[src/rtl/kitt_pkg.sv]
// Shared constants and tail-step encoding for the KITT scanner and tail fader.
package kitt_pkg;

    localparam int PWM_BITS   = 4;
    localparam int PWM_PERIOD = 15;
    localparam int N_CH       = 8;

    localparam logic [PWM_BITS-1:0] BRIGHT_MAX = 4'd15;
    localparam logic [PWM_BITS-1:0] PWM_LAST   = 4'(PWM_PERIOD - 1);

    typedef enum logic [1:0] {
        TAIL_1 = 2'b00,
        TAIL_2 = 2'b01,
        TAIL_4 = 2'b10,
        TAIL_8 = 2'b11
    } tail_sel_e;

    function automatic logic [PWM_BITS-1:0] tail_step(input tail_sel_e sel);
        case (sel)
            TAIL_1:  return 4'd1;
            TAIL_2:  return 4'd2;
            TAIL_4:  return 4'd4;
            TAIL_8:  return 4'd8;
            default: return 4'd1;
        endcase
    endfunction

endpackage

[src/rtl/kitt_tail_fader_if.sv]
// Control inputs and drive outputs of the tail fader, grouped for the top-level port.
interface kitt_tail_fader_if;
    import kitt_pkg::*;

    logic                  ena;
    logic [N_CH-1:0]       led_in;
    logic [1:0]            tail_sel;
    logic                  oinv;
    logic [N_CH-1:0]       pwm_out;
    logic [4*N_CH-1:0]     bright;

    modport master (
        output ena, led_in, tail_sel, oinv,
        input  pwm_out, bright
    );

    modport slave (
        input  ena, led_in, tail_sel, oinv,
        output pwm_out, bright
    );

endinterface

[src/rtl/kitt_fade_channel.sv]
// One fader channel: a saturating brightness register and its PWM compare.
module kitt_fade_channel
    import kitt_pkg::*;
(
    input  logic                clk,
    input  logic                rst,
    input  logic                ena,
    input  logic                load,
    input  logic                tick,
    input  logic [PWM_BITS-1:0] step,
    input  logic [PWM_BITS-1:0] pwm_cnt,
    output logic [PWM_BITS-1:0] bright,
    output logic                pwm_raw
);

    logic [PWM_BITS-1:0] b;

    // Load beats decay when both land on the same edge.
    always_ff @(posedge clk or posedge rst) begin
        if (rst) begin
            b <= '0;
        end else if (!ena) begin
            b <= '0;
        end else if (load) begin
            b <= BRIGHT_MAX;
        end else if (tick) begin
            b <= (b > step) ? (b - step) : '0;
        end
    end

    assign bright  = b;
    assign pwm_raw = (b > pwm_cnt);

endmodule

[src/rtl/kitt_tail_fader.sv]
// Eight-channel afterglow fader: shared decay prescaler and PWM counter, per-channel faders.
module kitt_tail_fader #(
    parameter int DECAY_DIV = 100000,
    parameter int PWM_BITS  = 4
) (
    input  logic              clk,
    input  logic              rst,
    kitt_tail_fader_if.slave  bus
);
    import kitt_pkg::*;

    localparam int                PRE_W    = $clog2(DECAY_DIV);
    localparam logic [PRE_W-1:0]  PRE_LAST = PRE_W'(DECAY_DIV - 1);

    logic [PRE_W-1:0]    pre_cnt;
    logic [PWM_BITS-1:0] pwm_cnt;
    logic                tick;
    logic [PWM_BITS-1:0] step;
    logic [N_CH-1:0]     pwm_raw;
    logic [N_CH-1:0]     pwm_q;
    logic [4*N_CH-1:0]   bright_w;

    assign tick = (pre_cnt == PRE_LAST);
    assign step = tail_step(tail_sel_e'(bus.tail_sel));

    // Disabling parks both counters at zero so re-enable starts a fresh period.
    always_ff @(posedge clk or posedge rst) begin
        if (rst) begin
            pre_cnt <= '0;
            pwm_cnt <= '0;
            pwm_q   <= '0;
        end else if (!bus.ena) begin
            pre_cnt <= '0;
            pwm_cnt <= '0;
            pwm_q   <= {N_CH{bus.oinv}};
        end else begin
            pre_cnt <= tick ? '0 : pre_cnt + 1'b1;
            pwm_cnt <= (pwm_cnt == PWM_LAST) ? '0 : pwm_cnt + 1'b1;
            pwm_q   <= pwm_raw ^ {N_CH{bus.oinv}};
        end
    end

    for (genvar i = 0; i < N_CH; i++) begin : g_ch
        kitt_fade_channel u_ch (
            .clk     (clk),
            .rst     (rst),
            .ena     (bus.ena),
            .load    (bus.led_in[i]),
            .tick    (tick),
            .step    (step),
            .pwm_cnt (pwm_cnt),
            .bright  (bright_w[4*i +: 4]),
            .pwm_raw (pwm_raw[i])
        );
    end

    assign bus.pwm_out = pwm_q;
    assign bus.bright  = bright_w;

endmodule

[src/flat_wrapper.sv]
// flat-port wrapper written by rule: the top's interface ports become plain ports
module kitt_tail_fader_flat import kitt_pkg::*;
#(
    parameter int DECAY_DIV = 100000,
    parameter int PWM_BITS  = 4
)
  (clk, rst, bus_ena, bus_led_in, bus_tail_sel, bus_oinv, bus_pwm_out, bus_bright);
  kitt_tail_fader_if bus_i ();
  input  logic clk;
  input  logic rst;
  input wire logic [$bits(bus_i.ena)-1:0] bus_ena;
  input wire logic [$bits(bus_i.led_in)-1:0] bus_led_in;
  input wire logic [$bits(bus_i.tail_sel)-1:0] bus_tail_sel;
  input wire logic [$bits(bus_i.oinv)-1:0] bus_oinv;
  output wire logic [$bits(bus_i.pwm_out)-1:0] bus_pwm_out;
  output wire logic [$bits(bus_i.bright)-1:0] bus_bright;
  assign bus_i.ena = bus_ena;
  assign bus_i.led_in = bus_led_in;
  assign bus_i.tail_sel = bus_tail_sel;
  assign bus_i.oinv = bus_oinv;
  assign bus_pwm_out = bus_i.pwm_out;
  assign bus_bright = bus_i.bright;
  kitt_tail_fader #(.DECAY_DIV(DECAY_DIV), .PWM_BITS(PWM_BITS)) u_core (.clk(clk), .rst(rst), .bus(bus_i));
endmodule
[config.mk]
export PLATFORM = sky130hd
export DESIGN_NAME = kitt_tail_fader_flat
export DESIGN_NICKNAME = d
export VERILOG_FILES = /design/src/rtl/kitt_pkg.sv /design/src/rtl/kitt_tail_fader_if.sv /design/src/rtl/kitt_fade_channel.sv /design/src/rtl/kitt_tail_fader.sv /design/src/flat_wrapper.sv
export SDC_FILE = /design/constraint.sdc
export NUM_CORES = 1
export LEC_CHECK = 0
export CORE_ASPECT_RATIO = 2
export CORE_UTILIZATION = 50
export DETAILED_ROUTE_END_ITERATION = 8
export PLACE_DENSITY = 0.81
export SYNTH_ARGS = -nofsm -noshare
export SYNTH_HDL_FRONTEND = slang
export SYNTH_SLANG_ARGS = --single-unit
[constraint.sdc]
create_clock -name clk -period 1.7 [get_ports clk]
set_input_delay 0.17 -clock clk [delete_from_list [all_inputs] [get_ports clk]]
set_output_delay 0.17 -clock clk [all_outputs]
set_load 0.01 [all_outputs]
==> impl_metrics.yaml, run 1 <==
worst_setup_path:
  arrival_ps: 2100
  crit_fanout: 4
  reg2reg_slack_ps: -140
  reg2reg_to: "u_core.g_ch[2].u_ch.bright[1]"
  timing.rr.start: "u_core.g_ch[2].u_ch.bright[0]"
  path_class: "register to register"
  worstSetupStartpointType: "register"
  reg2reg_depth: 7
  worstPathRequired_ps: 1950
  critPathCaptureType: "register"
routing:
  antenna_left: 0
  dr.pass1.iters: 5
  drt_first_iter_violations: 483
  wl_per_cell_microns: 25.8
  drc_errors: 0
  wirelength_microns: 20000
  vias: 5401
  viasPerCell: 6.95
timing:
  setup_ws_ps: -145
  final-hold-violation-count: 0
  finClkSkew_ps: 9.11
  whs_ps: 149
  max_clock_freq_mhz: 542
  post-route-period-util: 1.09
  min_period_ps: 1840
  slew_violations: 0
  rsz0062_at_grt: "true"
  worst_slew_pin_slew_ps: 949
  relSlewSlack: 0.367
  finalSetupViolations: 34
clock_network:
  cts.sinks: 61
  clk_pin_slew_worst_paths_ps: 50
  cts_tree: "done"
  ctsLongestPathBuffers: 2
  numCtsBuffers: 9
  htreeDepth: 3
  clock_latency_ps: 350
  cts_root_buf: "clkbuf_16"
logic_synthesis:
  synth-main-ff-cell: "dfrtp_1"
  avgSynthCellArea_sq_um: 9.68
  ys_ff_latch: 61
  synth_most_common_cell: "a21oi_1"
  synth_top_family_by_area: "adder cells"
  synth.area.mux_share: 0.0165
  synth_area_sq_um: 4860
  ys_types: 40
  ys_warn_count: 0
  yosys-top-cells-area: "dfrtp_1 (31%), ha_1 (19%), a21oi_1 (7.9%)"
  synth_top_area_frac: 0.314
  synth-simple-area-share: 0.187
  synth_xor_area_frac: 0.0379
  synth_edf_count: 0
  synthAdderAreaFrac: 0.226
  ys_seq_area_frac: 0.314
  syn-num-nets: 599
  yosysTopAreaCell: "dfrtp_1"
  synthTopCellsByCount: "a21oi_1 (77), ha_1 (75), dfrtp_1 (61), nor2_1 (42), inv_1 (23)"
  synth-compound-area-share: 0.180
  synthCells: 502
  async_flop_share: 1.00
die:
  num_io_pins: 54
  die_width_microns: 71.7
  core-area_sq_um: 9380
  die-area_sq_um: 10100
  initial_core_util: 0.518
  dieHeight_microns: 141
  row_count: 50
grt:
  grtUsageTotal: 0.345
  overflow: 0
  grt_max_degree: 33
  first_global_vias: 5425
  grt_pass1_wl_microns: 26500
  grt_antenna_before_repair: 0
job:
  maxCapViolCount: 0
pwr:
  power.static_leakage_nw: 3.09
  combPwrFrac: 0.382
  internal_power_mw: 3.59
  p_clk_frac: 0.314
  p_sw_mw: 1.84
  power_frac_seq: 0.304
  p_sw_frac: 0.339
  ir_drop_mv: 0.601
  power.density_nw_per_um2: 728
placement:
  globalplace.congestion: 0.953
  dp_hpwl_microns: 11000
  port-buffer-count: 53
  placed_cells: 741
status:
  violations: "setup timing"
  status: "finished, violations left"
finish:
  antenna_cells: 0
  nFillCells: 524
  areaGrowthSynthToFinish_pct: 53.4
  final_nets: 766
  drive_gt1_frac: 0.377
  instances_no_fill: 777
hold_path:
  hp-class: "input port to asynchronous set/reset pin"
## repair_timing
item                                    CTS  global route
gates resized for setup                  67            71
endpoints found under the setup margin   40            40
gates cloned                              1             1
pin swaps                                27            56
hold buffers                              0             0
buffers inserted                          5            16
## final cells by class
| type | instances | area, sq um | share of cell area |
|---|---|---|---|
| clock inverter | 2 | 10.0 | 0.00134 |
| timing repair buffer | 171 | 1560 | 0.209 |
| inverter | 24 | 93.8 | 0.0126 |
| clock buffer | 13 | 250 | 0.0336 |
| sequential | 61 | 1530 | 0.206 |
| multi-input combinational | 402 | 3880 | 0.520 |
| tap | 104 | 130 | 0.0175 |
## power by group through the flow
stage | Sequential [mW] | Combinational (mW) | Clock (mW)
2_1_floorplan | 1.69 | 0.788 | 0
3_3_place_gp | 1.64 | 1.43 | 0
3_5_place_dp | 1.65 | 1.53 | 0
4_1_cts | 1.63 | 1.71 | 1.66
5_1_grt | 1.66 | 2.18 | 1.74
6_report | 1.65 | 2.07 | 1.70
## kinds of logic (layout without fill, tap and decap cells)
kind of cell               Yosys count  after routing
adders and majority gates           83             83
muxes                                8              8
DFF                                 61             61
buffers and inverters               39            210
and+or+nand+nor                    153            153
xor gates and xnor gates            21             21
AOI/OAI and AO/OA                  137            137
## how the worst max path moves through the flow
| stage | from | cells after the start | slack, ps | end |
|---|---|---|---|---|
| finish | u_core.g_ch[2].u_ch.bright[0] | 7 | -140 | u_core.g_ch[2].u_ch.bright[1] |
| global route | u_core.g_ch[2].u_ch.bright[0] | 7 | -220 | u_core.g_ch[2].u_ch.bright[1] |
| CTS | u_core.pwm_cnt[1] | 8 | -50 | u_core.bus.pwm_out[0] |
| detailed placement | bus_tail_sel[1] | 8 | -940 | u_core.g_ch[0].u_ch.bright[0] |
| global placement | bus_tail_sel[1] | 8 | -850 | u_core.g_ch[4].u_ch.bright[0] |
| floorplan | u_core.g_ch[0].u_ch.bright[0] | 7 | -20 | u_core.g_ch[0].u_ch.bright[0] |
## flip-flops by register name, summed over array words and instances, names as in the netlist
name and count:
u_core.bus.pwm_out 8, u_core.pwm_cnt 4, u_core.pre_cnt 17, u_core.g_ch.u_ch.bright 32
## stage by stage
stage	total power [mW]	setup TNS (ps)	util	setup WS (ps)	area, sq um
final	5.43	-1770	0.794	-145	7450
after global routing	5.58	-3640	0.794	-220	7450
after CTS	5.00	-492	0.739	-51.2	6940
after detailed placement	3.17	-27650	0.673	-944	6320
after global placement	3.07	-25000	0.673	-846	6320
after floorplan	2.47	-123	-	-24.7	4950
## placed cells by master, fill, tap and decap left out, types with 9 or more instances in the layout
cell and n:
a21oi_1 62, nand4_1 21, inv_2 9, o21a_1 16
and3_1 9, dfrtp_1 55, buf_6 9, buf_4 101
clkdlybuf4s50_1 51, inv_1 13, ha_4 19, nand3b_1 9
xnor2_1 12, nor2_1 37, nor2b_1 13, clkbuf_16 10
o2111ai_2 13, ha_1 50
## layer usage
layer | vias to the layer above | wire length, microns | global-route usage | part of all wire
met5 | - | 0 | 0.0159 | 0
li1 | 2219 | - | - | -
met2 | 384 | 10100 | 0.607 | 0.51
met1 | 2617 | 6510 | 0.340 | 0.33
met4 | 0 | 1920 | 0.273 | 0.096
met3 | 181 | 1460 | 0.0696 | 0.073
## worst max-delay path: stages, from the launching register on
cell	delay (ps)
dfrtp_1	380
inv_2	60
ha_2	200
fa_2	380
nand2b_4	170
a21oi_4	200
nand4b_1	160
a21oi_1	210
No activity file was read; power rests on OpenSTA's default activity.
==> run 2, diff against run 1 <==
Settings changed: RECOVER_POWER set to 50.
==> run 2 against run 1 <==
Net effect:
- the run still ends with setup timing left
- final area fell by 0.40%
- non-clock buffer count unchanged
- sequential power hardly changed
- global-route usage unchanged
- total power down 0.23%
- first-iteration DRC count rose by 1.2%
- clock skew is 0.55 ps lower
- worst hold slack better by 210 ps
- utilization fell by 0.32 points
- critical endpoint is now u_core.bus.pwm_out[4]
==> impl_metrics.yaml, run 2 (synthesis gave the netlist of run 1 again) <==
die:
  row_count: 50
  num_io_pins: 54
  core-area_sq_um: 9380
  dieHeight_microns: 141
  die_width_microns: 71.7
  initial_core_util: 0.518
  die-area_sq_um: 10100
routing:
  wirelength_microns: 20000
  dr.pass1.iters: 8
  viasPerCell: 6.94
  drt_first_iter_violations: 489
  drc_errors: 0
  wl_per_cell_microns: 25.7
  antenna_left: 0
  vias: 5390
worst_setup_path:
  path_class: "register to register"
  worstPathRequired_ps: 1880
  critPathCaptureType: "register"
  worstSetupStartpointType: "register"
  arrival_ps: 2030
  crit_fanout: 4
finish:
  final_cell_mix: "buf_4 (101), a21oi_1 (62), dfrtp_1 (55)"
  largest_reg_flops: 32
  layout_commonest_cell: "buf_4"
  final_util: 0.791
  drive_gt1_frac: 0.374
  antenna_cells: 0
  areaGrowthSynthToFinish_pct: 52.7
  nFillCells: 529
  final_nets: 766
status:
  status: "finished, violations left"
  violations: "setup timing"
grt:
  overflow: 0
  grt_pass1_wl_microns: 26500
  grt_antenna_before_repair: 0
  first_global_vias: 5425
  grtUsageTotal: 0.345
  grt_max_degree: 33
timing:
  setup_ws_ps: -142
  min_period_ps: 1840
  slew_violations: 0
  finalSetupViolations: 33
  relSlewSlack: 0.373
  rsz0062_at_grt: "true"
  final-hold-violation-count: 0
  worst_slew_pin_slew_ps: 940
  finClkSkew_ps: 8.56
  max_clock_freq_mhz: 543
  post-route-period-util: 1.08
  finalSetupTns_ps: -1790
clock_network:
  cts.sinks: 61
  htreeDepth: 3
  cts_tree: "done"
  clock_latency_ps: 350
  clk_pin_slew_worst_paths_ps: 50
  numCtsBuffers: 9
  ctsLongestPathBuffers: 2
  cts_root_buf: "clkbuf_16"
pwr:
  ir_drop_mv: 0.602
  power_mw: 5.41
  power.static_leakage_nw: 3.08
  power.density_nw_per_um2: 730
placement:
  dp_hpwl_microns: 11000
  globalplace.congestion: 0.953
  pre_cts_slack_ps: -944
  port-buffer-count: 53
job:
  maxCapViolCount: 0
hold_path:
  hp-class: "input port to asynchronous set/reset pin"
## run 2: cell count changes in the layout (fill, tap and decap cells not counted)
cell	previous run	this run
ha_1	50	51
clkbuf_2	0	1
dlygate4sd3_1	0	3
ha_2	6	5
buf_12	7	5
inv_2	9	8
clkdlybuf4s50_1	51	48
inv_1	13	14
clkbuf_4	0	1
## run 2: layer usage
| layer | track usage | vias to the layer above | part of all wire |
|---|---|---|---|
| met4 | 0.273 | 0 | 0.10 |
| li1 | - | 2222 | - |
| met2 | 0.607 | 380 | 0.50 |
| met1 | 0.340 | 2599 | 0.32 |
| met3 | 0.0696 | 189 | 0.074 |
| met5 | 0.0159 | - | 0 |
## run 2: final timing paths
path / depth (start not counted) / end / startpoint / slack, ps
min in group clk: 2 / u_core.g_ch[7].u_ch.bright[0] / bus_led_in[7] / 550
max in group asynchronous: 3 / u_core.g_ch[3].u_ch.bright[1] / rst / 370
worst min register to register: 2 / u_core.pre_cnt[16] / u_core.pre_cnt[16] / 560
worst max-delay path: 6 / u_core.bus.pwm_out[4] / u_core.pwm_cnt[3] / -140
worst min-delay path: 2 / u_core.g_ch[2].u_ch.bright[0] / rst / 360
worst max register to register: 6 / u_core.bus.pwm_out[4] / u_core.pwm_cnt[3] / -140
## run 2: area by class of cell
type	count	area, sq um	share of cell area
clock buffers	13	250	0.0337
clock inverters	2	10.0	0.00135
inverters	24	93.8	0.0126
multi-input cells	402	3870	0.522
flip-flops and latches	61	1530	0.207
well taps	104	130	0.0175
repair buffers	171	1530	0.206
## run 2: power breakdown
group          switching, mW  total, mW  internal [mW]
Combinational           1.04       2.06           1.01
Clock                  0.690       1.70           1.01
Sequential             0.102       1.65           1.55
Total                   1.84       5.41           3.58
## run 2: timing repair
item	CTS	global route
endpoints found under the setup margin	40	40
resized for setup	67	71
pin swaps	27	56
buffers inserted	5	16
cloned	1	1
hold buffers	0	0
## run 2: worst max-delay path, stage by stage (launching register included)
cell      delay [ps]
dfrtp_1          390
inv_2             70
buf_4            160
ha_1             330
a41oi_2          220
mux2i_1          340
o311ai_2         160
## run 2: per-stage QoR
stage                     area (sq um)  hold WS [ps]  instances
after floorplan                   4950           313        502
after detailed placement          6320           509        741
after global placement            6320           510        741
after CTS                         6940           165        761
after global routing              7420           421        777
final                             7420           356        777
